## src/rtl/audio_pkg.sv

```systemverilog
// Shared audio constants and types for the I2S transmit path.
// The Q15 accumulator format and the 32-slot stereo frame are defined here.
package audio_pkg;

    localparam int Q_SHIFT     = 15;
    localparam int SAMPLE_W    = 16;
    localparam int ACC_W       = 32;
    localparam int FRAME_SLOTS = 32;
    localparam int SLOT_W      = $clog2(FRAME_SLOTS);

    // One-entry holding register: the mono sample waiting for the next frame.
    typedef struct packed {
        logic                full;
        logic [SAMPLE_W-1:0] data;
    } hold_t;

endpackage

```

## src/rtl/q15_round_sat.sv

```systemverilog
// Round-half-up a sign-extended Q15 accumulator value to a 16-bit sample,
// clamping to the signed 16-bit range and flagging when a clamp occurred.
module q15_round_sat
    import audio_pkg::*;
(
    input  logic signed [ACC_W:0]    acc,
    output logic        [SAMPLE_W-1:0] sample,
    output logic                     clamp
);

    localparam logic signed [ACC_W:0] RND =
        {{(ACC_W-Q_SHIFT+1){1'b0}}, 1'b1, {(Q_SHIFT-1){1'b0}}};
    localparam logic signed [ACC_W:0] SAT_MAX =
        {{(ACC_W-SAMPLE_W+2){1'b0}}, {(SAMPLE_W-1){1'b1}}};
    localparam logic signed [ACC_W:0] SAT_MIN =
        {{(ACC_W-SAMPLE_W+2){1'b1}}, {(SAMPLE_W-1){1'b0}}};

    logic signed [ACC_W:0] rounded;
    logic signed [ACC_W:0] shifted;

    always_comb begin
        rounded = acc + RND;
        shifted = rounded >>> Q_SHIFT;
        clamp   = 1'b0;
        sample  = shifted[SAMPLE_W-1:0];
        if (shifted > SAT_MAX) begin
            sample = SAT_MAX[SAMPLE_W-1:0];
            clamp  = 1'b1;
        end else if (shifted < SAT_MIN) begin
            sample = SAT_MIN[SAMPLE_W-1:0];
            clamp  = 1'b1;
        end
    end

endmodule

```

## src/rtl/i2s_tx_stage.sv

```systemverilog
// Mono-to-stereo I2S transmitter: rounds Q15 filter output to 16 bits,
// holds one sample and serialises it to both channels of each 32-slot frame.
module i2s_tx_stage
    import audio_pkg::*;
#(
    parameter int CLK_DIV = 4
) (
    input  logic             clk,
    input  logic             rst,
    input  logic [ACC_W-1:0] in_data,
    input  logic             in_valid,
    output logic             in_ready,
    output logic             sclk,
    output logic             lrclk,
    output logic             sdata,
    output logic             sat_pulse,
    output logic             underrun
);

    localparam int                DIV_W     = 8;
    localparam logic [DIV_W-1:0]  DIV_LAST  = DIV_W'(CLK_DIV - 1);
    localparam logic [SLOT_W-1:0] LOAD_SLOT = '0;

    logic [DIV_W-1:0]      div_q;
    logic                  sclk_q;
    logic [SLOT_W-1:0]     slot_q;
    hold_t                 hold_q;
    logic [2*SAMPLE_W-1:0] shift_q;
    logic                  sat_q;
    logic                  und_q;

    logic [SAMPLE_W-1:0]   conv_sample;
    logic                  conv_clamp;
    logic                  div_wrap;
    logic                  sclk_fall;
    logic                  frame_load;
    logic                  accept;

    q15_round_sat u_round (
        .acc    ({in_data[ACC_W-1], in_data}),
        .sample (conv_sample),
        .clamp  (conv_clamp)
    );

    assign div_wrap   = (div_q == DIV_LAST);
    assign sclk_fall  = div_wrap && sclk_q;
    // Entering slot 1 on a falling edge starts the left MSB.
    assign frame_load = sclk_fall && (slot_q == LOAD_SLOT);
    assign accept     = in_valid && !hold_q.full;

    always_ff @(posedge clk) begin
        if (rst) begin
            div_q  <= '0;
            sclk_q <= 1'b0;
            slot_q <= '0;
        end else begin
            div_q <= div_wrap ? '0 : div_q + DIV_W'(1);
            if (div_wrap)
                sclk_q <= !sclk_q;
            if (sclk_fall)
                slot_q <= slot_q + SLOT_W'(1);
        end
    end

    // A load in the same cycle as an accept takes the old contents; the new
    // sample stays behind for the following frame.
    always_ff @(posedge clk) begin
        if (rst) begin
            hold_q <= '0;
        end else begin
            if (frame_load)
                hold_q.full <= 1'b0;
            if (accept) begin
                hold_q.full <= 1'b1;
                hold_q.data <= conv_sample;
            end
        end
    end

    always_ff @(posedge clk) begin
        if (rst) begin
            shift_q <= '0;
        end else if (frame_load) begin
            shift_q <= hold_q.full ? {hold_q.data, hold_q.data} : '0;
        end else if (sclk_fall) begin
            shift_q <= {shift_q[2*SAMPLE_W-2:0], 1'b0};
        end
    end

    always_ff @(posedge clk) begin
        if (rst) begin
            sat_q <= 1'b0;
            und_q <= 1'b0;
        end else begin
            sat_q <= accept && conv_clamp;
            und_q <= frame_load && !hold_q.full;
        end
    end

    assign in_ready  = !hold_q.full;
    assign sclk      = sclk_q;
    assign lrclk     = slot_q[SLOT_W-1];
    assign sdata     = shift_q[2*SAMPLE_W-1];
    assign sat_pulse = sat_q;
    assign underrun  = und_q;

endmodule

```

## config.mk

```make
export PLATFORM = sky130hd
export DESIGN_NAME = i2s_tx_stage
export DESIGN_NICKNAME = d
export VERILOG_FILES = /design/src/rtl/audio_pkg.sv /design/src/rtl/q15_round_sat.sv /design/src/rtl/i2s_tx_stage.sv
export SDC_FILE = /design/constraint.sdc
export NUM_CORES = 1
export LEC_CHECK = 0
export ABC_AREA = 0
export CORE_MARGIN = 2
export CORE_UTILIZATION = 50
export DETAILED_ROUTE_END_ITERATION = 8
export GPL_ROUTABILITY_DRIVEN = 0
export PLACE_DENSITY = 0.75
export SKIP_CTS_REPAIR_TIMING = 1
export SLEW_MARGIN = 10
export SYNTH_ARGS = -nofsm -noshare
export SYNTH_HDL_FRONTEND = slang
export SYNTH_HIERARCHICAL = 1
export SYNTH_SLANG_ARGS = --single-unit
```

## constraint.sdc

```tcl
create_clock -name clk -period 2.2 [get_ports clk]
set_input_delay 0.44 -clock clk [delete_from_list [all_inputs] [get_ports clk]]
set_output_delay 0.44 -clock clk [all_outputs]
set_load 0.05 [all_outputs]
```

# Word level (Yosys, flattened, before mapping)
# Index checks and enable logic that the tools add are counted.
[totals] regBits=65 output_inout_bits=6 word_cells=34
[op_classes] n_addsub=3 magnitude_cmp=2 eq_ne=1 n_mux=9 n_reduce_logical=11
[ops] operator="2-to-1 mux 32 bit" count=3
[ops] operator="adder 32 x 16 -> 33 bit, second input constant" count=1
[ops] operator="2-to-1 mux 16 bit" count=2
[ops] operator="greater-than comparator 18 x 16 -> 1 bit, second input constant" count=1
[ops] operator="less-than comparator 18 x 16 -> 1 bit, second input constant" count=1
[ops] operator="2-to-1 mux 17 bit" count=1
[ops] operator="adder 8 x 1 -> 8 bit, second input constant" count=1
[ops] operator="equality test 8 x 2 -> 1 bit, second input constant" count=1
[ops] operator="adder 5 x 1 -> 5 bit, second input constant" count=1
[ops] operator="logical AND 1 bit" count=5
[ops] operator="zero test 5 bit" count=1
[ops] operator="nonzero test 2 bit" count=2
[ops] operator="2-to-1 mux 1 bit" count=3
[ops] operator="zero test 1 bit" count=2
[ops] operator="OR reduction 2 bit" count=1

# Logic depth before layout (Yosys ltp)
# Gate-level depths: netlist (run 1).
[depth] word_depth=5 depth_mapped=9

# Modules after synthesis
# The synthesis (run 1) kept the hierarchy.
[modules_own_cells] module="i2s_tx_stage" instances=1 cells_per_inst=353 area_each_um2=2880.3 seq_area_each_um2=1301.2
[modules_own_cells] module="q15_round_sat" instances=1 cells_per_inst=104 area_each_um2=777.0 seq_area_each_um2=0.0

# Least setup slack after synthesis (run 1)
# OpenSTA, ideal clock, no wires.
[synth_timing] kind="register to register" start="register slot_q[4]" end="register shift_q[30]" setup_ns=0.083 arrival_time_ns=2.074 required_ns=2.117 slack_ns=0.043 path_stages_with_launch=7 path_buffers=3 synth_period_minus_slack_ns=2.157 path_cell_list="dfxtp_1 -> or4b_1 -> clkbuf_1 -> or4_4 -> buf_6 -> buf_6 -> o221ai_1"
[synth_between] elab_chain_len=3
[synth_rtl] element="from (decl)" line_no="i2s_tx_stage.sv:26" rtl="logic [SLOT_W-1:0] slot_q;"
[synth_rtl] element="from (signal assigned)" line_no="i2s_tx_stage.sv:61" rtl="slot_q <= slot_q + SLOT_W'(1);"
[synth_rtl] element="zero test 5 bit *" line_no="i2s_tx_stage.sv:48" rtl="assign frame_load = sclk_fall && (slot_q == LOAD_SLOT);"
[synth_rtl] element="logical AND 1 bit *" line_no="i2s_tx_stage.sv:48"
[synth_rtl] element="2-to-1 mux 32 bit / nonzero test 2 bit (equally long branches)"
[synth_rtl] element="to (signal assigned)" line_no="i2s_tx_stage.sv:84" rtl="shift_q <= hold_q.full ? {hold_q.data, hold_q.data} : '0;"
[synth_rtl] element="to (signal assigned)" line_no="i2s_tx_stage.sv:86" rtl="shift_q <= {shift_q[2*SAMPLE_W-2:0], 1'b0};"
[synth_rtl] element="to (decl)" line_no="i2s_tx_stage.sv:28" rtl="logic [2*SAMPLE_W-1:0] shift_q;"
# Mark *: on every way between the ends. The rest lies on a longest branch, timed or not.
# A chain may end at the register's enable or synchronous reset.

# Worst setup path in the final report (run 1)
[layout_timing] start="register slot_q[0]" end="register shift_q[21]"
# Same word-level chain as after synthesis.

==> results.cfg, run 1 <==
[die]
io-pin-count = 41
coreArea_sq_um = 7176
initial_core_util_pct = 50.97
die_h_um = 89.53
die_area_sq_um = 8015
rows = 31
die_x_um = 89.53

[worst_setup_path]
critPathMaxFanout = 32
cp_slowest_cell = or4_4
worstSetupPathType = flop to flop
worstReg2RegStart = slot_q[0]
endpoint = shift_q[21]
path_cells = inv_1 > ha_1 > or4b_1 > or4_4 > o221ai_1
rrSetupSlack_ns = 0.07
start_kind = flop
crit_buf_inv = 1
ff2ff_path_depth = 5
cp.required_ns = 2.45
critPathCaptureType = flop
worstPathArrival_ns = 2.38
slowest_delay_ns = 0.71
cp_num_cells = 5
setup.worst_path.start = slot_q[0]
reg2reg_to = shift_q[21]
cp_top_family = simple AND/OR/NAND/NOR gates

[clock_tree]
htree_levels = 3
clkLatencyLatePin_ns = 0.34
cts_buffers = 9
cts_sinks = 65
cts-root-buf = clkbuf_8
clock_path_buffers = 2
clkTransAtPathRegs_ns = 0.07
cts_tree = done

[power_and_ir_drop]
power.leakage_nw = 1.729
ir_drop_uv = 384.0
p_per_area_nw_per_um2 = 537.8

[drt]
wl_per_cell_um = 13.72
vias = 3478
final_antenna_net_count = 0
drc = 0
firstDrtPassIters = 4
wl_mm = 8.490
viasPerCell = 5.619
drtIter0Drc = 209

[placed_design]
dp_hpwl_mm = 5.808
port_buffers = 26
placed_area_sq_um = 4244

[sta]
fin_skew_ns = 0.009863
finalCritPeriodShare_pct = 96.69
hold_ws_ns = 0.4574
rsz0062_at_grt = no
period_needed_ns = 2.127
slew_violations = 0
slew_headroom_pct = 56.34
tightest_slew_ns = 0.6549
max_freq_mhz = 470.1
hold_viol_final = 0
setup_viol = 0

[yosys]
ys_async_sr_fraction_pct = 0
netlist_instances = 457
ys_seq_area_share_pct = 35.58
synth_flop_cell = dfxtp_1
synth_cell_type_count = 55
netlist_area_sq_um = 3657
synthesis.nets = 496
synth_edf_count = 0
yosys_warnings = 6
syn_area_per_cell_sq_um = 8.003
ys_ff_latch = 65

[global_route]
grt_pass1_wl_mm = 13.94
grt_usage_pct = 21.64
antenna_found_initial = 0
grt_max_degree = 60
grt_pass1_vias = 3150
grt_remaining_overflow = 0

[layout]
final_cell_mix = nand2_1 (71), dfxtp_1 (65), buf_4 (54), o21ai_0 (38), nor2b_1 (34)
antennaDiodeCount = 0
fillerInstances = 617
fin_util_pct = 62.95
drive_gt1_share_pct = 19.23
mostFrequentLayoutCell = nand2_1
design_area_sq_um = 4517
nets = 555
syn_to_final_growth_pct = 23.50

[hold_path]
hold_path_class = flop to flop

[flow_run]
max-cap-violations = 0

[status]
run_status = finished clean
per-layer routing:
| metal | routed length, um | share of wire, % | track usage, % | up-vias |
|---|---|---|---|---|
| li1 | - | - | - | 1733 |
| met1 | 3979 | 47 | 29.57 | 1653 |
| met2 | 4069 | 48 | 35.29 | 84 |
| met3 | 375 | 4.4 | 4.524 | 8 |
| met4 | 66 | 0.78 | 4.885 | 0 |
| met5 | 0 | 0 | 0 | - |
worst min path at each step:
stage	cells after the start	end	slack, ns	startpoint
4_1_cts	2	hold_q[1]	0.46	hold_q[1]
3_3_place_gp	1	div_q[0]	0.44	div_q[0]
3_5_place_dp	2	hold_q[0]	0.45	hold_q[0]
2_1_floorplan	1	div_q[0]	0.43	div_q[0]
5_1_grt	2	hold_q[7]	0.49	hold_q[7]
6_report	2	hold_q[15]	0.46	hold_q[15]
cell families (layout without fill, tap and decap cells):
| kind of cell | after synthesis | after routing | share of synthesized area [%] |
|---|---|---|---|
| muxes | 1 | 1 | 0.3079 |
| buffers and inverters | 61 | 124 | 8.279 |
| and+or+nand+nor | 177 | 177 | 25.90 |
| adders and majority gates | 4 | 4 | 1.369 |
| AOI/OAI and AO/OA | 131 | 131 | 24.26 |
| xor gates and xnor gates | 18 | 18 | 4.311 |
| DFF | 65 | 65 | 35.58 |
synth_stat cells (2+ instances only):
library cell / number / area, sq um
dfxtp_1: 65 / 1301
ha_1: 4 / 50.05
a21oi_2: 3 / 26.28
nand4_2: 2 / 25.02
clkbuf_8: 2 / 27.53
buf_6: 7 / 78.83
o21ai_0: 38 / 190.2
nand4_1: 4 / 25.02
o21ai_2: 7 / 61.31
o31ai_1: 4 / 30.03
nor4_1: 3 / 18.77
nand2_1: 71 / 266.5
nand3_1: 16 / 80.08
o211ai_1: 2 / 15.01
nor3_1: 4 / 20.02
nand2b_1: 2 / 12.51
or3_1: 5 / 31.28
o21ai_1: 2 / 10.01
nor2_1: 16 / 60.06
xor2_1: 6 / 52.55
xnor2_1: 12 / 105.1
o21bai_1: 3 / 22.52
o221ai_1: 32 / 280.3
inv_1: 26 / 97.59
a21oi_1: 30 / 150.1
clkbuf_1: 24 / 90.09
nor2b_1: 34 / 212.7
or2_2: 3 / 18.77
or4_1: 4 / 30.03
flip-flops by register name, summed over array words and instances, names as in the netlist:
name       count
shift_q       32
hold_q        17
div_q          8
slot_q         5
sat_pulse      1
sclk           1
underrun       1
metrics by stage:
step | power (mW) | setup WS (ns) | std cells | TNS [ns]
global placement | 1.575 | -0.5397 | 602 | -7.600
detailed placement | 1.582 | -0.6438 | 602 | -9.014
floorplan | 1.440 | 0.04271 | 457 | 0
global route | 2.524 | 0.01264 | 619 | 0
CTS | 2.423 | -0.2820 | 617 | -3.298
finish | 2.429 | 0.07284 | 619 | 0
tightest hold or removal path: cells and delay by family, from the launching register on:
kind            cells  cell delay (ns)
flops               1             0.31
simple gates        1             0.05
compound gates      1             0.05
final cells by class:
cell class / count / area [sq um] / area share [%]
flip-flops and latches: 65 / 1301 / 28.81
multi-input cells: 331 / 2086 / 46.18
inverters: 26 / 97.59 / 2.161
clock buffers: 12 / 145.1 / 3.213
well taps: 99 / 123.9 / 2.742
repair buffers: 83 / 745.7 / 16.51
clock inverters: 3 / 17.52 / 0.3878
where the power goes:
part           total [mW]  switching (mW)  internal, mW  leakage, nW
sequential           1.23          0.0235          1.21        0.527
clock               0.860           0.430         0.430       0.0822
combinational       0.338           0.182         0.156         1.12
total                2.43           0.636          1.79         1.73
(Power assumes the default switching activity.)
==> inputs of run 2 (changes only) <==
--- a/config.mk
+++ b/config.mk
@@ -6,12 +6,12 @@
 export NUM_CORES = 1
 export LEC_CHECK = 0
 export ABC_AREA = 0
+export ABC_CLOCK_PERIOD_IN_PS = 2200
 export CORE_MARGIN = 2
 export CORE_UTILIZATION = 50
 export DETAILED_ROUTE_END_ITERATION = 8
 export GPL_ROUTABILITY_DRIVEN = 0
 export PLACE_DENSITY = 0.75
-export SKIP_CTS_REPAIR_TIMING = 1
 export SLEW_MARGIN = 10
 export SYNTH_ARGS = -nofsm -noshare
 export SYNTH_HDL_FRONTEND = slang
==> run 2 against run 1 <==
Compared with the run above:
- final area decreased by 1.1%
- count of clock-buffer cells in the layout is the same
- sequential share of layout area up 0.31 points
- worst hold slack about the same
- sequential power hardly changed
- global-route usage increased by 0.15 points
- core utilization down 0.68 points
- routed wire length is 1.1% lower
- combinational power fell by 2%
- via count shrank 0.35%
- maximum frequency shrank 0.18%
- critical path type unchanged
- critical endpoint is now shift_q[27]
==> results.cfg, run 2 (synthesized netlist as in run 1, its figures left out) <==
[status]
run_status = finished clean

[power_and_ir_drop]
power.leakage_nw = 1.674
ir_drop_uv = 383.4
p_per_area_nw_per_um2 = 540.5
power_mw = 2.415

[die]
die_area_sq_um = 8015
die_h_um = 89.53
initial_core_util_pct = 50.97
io-pin-count = 41
die_x_um = 89.53
rows = 31
coreArea_sq_um = 7176

[drt]
wl_met3_um = 422
met1_length_mm = 3.888
wl_per_cell_um = 13.59
drc = 0
vias = 3466
viasPerCell = 5.608
routed.top_layer = met4
wl_met2_mm = 4.007
firstDrtPassIters = 7
drtIter0Drc = 223
final_antenna_net_count = 0
wl_mm = 8.398

[clock_tree]
clkLatencyLatePin_ns = 0.34
cts_tree = done
cts_buffers = 9
cts-root-buf = clkbuf_8
htree_levels = 3
cts_sinks = 65
clkTransAtPathRegs_ns = 0.07
clock_path_buffers = 2

[sta]
max_freq_mhz = 469.2
tightest_slew_ns = 0.6620
period_needed_ns = 2.131
rsz0062_at_grt = no
fin_skew_ns = 0.008910
slew_headroom_pct = 55.87
slew_violations = 0
hold_ws_ns = 0.4576
finalCritPeriodShare_pct = 96.87
setup_viol = 0
hold_viol_final = 0

[global_route]
grt_pass1_wl_mm = 14.03
grt_remaining_overflow = 0
grt_max_degree = 60
grt_usage_pct = 21.80
antenna_found_initial = 0
grt_pass1_vias = 3167

[worst_setup_path]
critPathCaptureType = flop
ff2ff_path_depth = 5
worstPathArrival_ns = 2.38
critPathMaxFanout = 32
start_kind = flop
worstSetupPathType = flop to flop
cp.required_ns = 2.45

[hold_path]
hold_path_class = flop to flop
min_path_cells = 2

[placed_design]
port_buffers = 26
dp_hpwl_mm = 5.808
placed_area_sq_um = 4244

[flow_run]
max-cap-violations = 0

[layout]
syn_to_final_growth_pct = 22.17
nets = 554
reg_top3 = shift_q x32, hold_q x17, div_q x8
regMostFlops = shift_q
drive_gt1_share_pct = 19.46
mostFrequentLayoutCell = nand2_1
antennaDiodeCount = 0
largest_register_ff_count = 32
final_cell_mix = nand2_1 (71), dfxtp_1 (65), buf_4 (53), o21ai_0 (38), nor2b_1 (34)
design_area_sq_um = 4468
==> run 2: cell count changes in the layout (fill, tap and decap cells not counted), sizes merged <==
cell,delta
buf,-1
dlymetal6s2s,-6
clkbuf,+2
dlygate4sd2,+4
==> run 2: power by group <==
part	switching, mW	internal (mW)
combinational	0.181	0.151
clock	0.423	0.430
sequential	0.0236	1.21
==> run 2: final timing paths <==
kind	from	end	slack, ns
worst max-delay path	slot_q[0]	shift_q[27]	0.07
worst min-delay path	hold_q[15]	hold_q[15]	0.46
worst max register to register	slot_q[0]	shift_q[27]	0.07
worst min register to register	hold_q[15]	hold_q[15]	0.46
==> run 2: final cells by class <==
| type | count | area [sq um] |
|---|---|---|
| Inverter | 26 | 97.59 |
| Sequential cell | 65 | 1301 |
| Clock buffer | 12 | 145.1 |
| Timing Repair Buffer | 82 | 708.2 |
| Multi-Input combinational cell | 331 | 2074 |
| Tap cell | 99 | 123.9 |
| Fill cell | 627 | 2708 |
| Clock inverter | 3 | 17.52 |
==> run 2: what timing repair did <==
| item | 4_1_cts | 5_1_grt |
|---|---|---|
| hold buffers | 0 | 0 |
| buffers inserted | 0 | 1 |
| pin swaps | 7 | 9 |
| gates cloned | 0 | 0 |
| resized for setup | 11 | 16 |
| hold endpoints to repair | 0 | 0 |
| setup endpoints to repair | 15 | 39 |
==> run 2: routing by layer <==
metal | up-vias | GRT usage [%]
met1 | 1628 | 29.80
met2 | 94 | 35.69
met4 | 0 | 4.613
li1 | 1733 | -
met5 | - | 0
met3 | 11 | 4.524
==> run 2: worst max-delay path, stage by stage (launching register included) <==
cell,delay [ns]
dfxtp_1,0.33
inv_1,0.08
ha_1,0.14
or4b_1,0.50
or4_4,0.71
o221ai_1,0.28
==> run 2: per-stage QoR <==
step | util, % | setup WS (ns) | setup TNS [ns] | cells
after global routing | 62.27 | 0.01060 | 0 | 618
after detailed placement | 59.15 | -0.6438 | -9.014 | 602
after floorplan | - | 0.04271 | 0 | 457
final | 62.27 | 0.06894 | 0 | 618
after CTS | 61.62 | 0.01141 | 0 | 617
after global placement | 59.15 | -0.5397 | -7.600 | 602
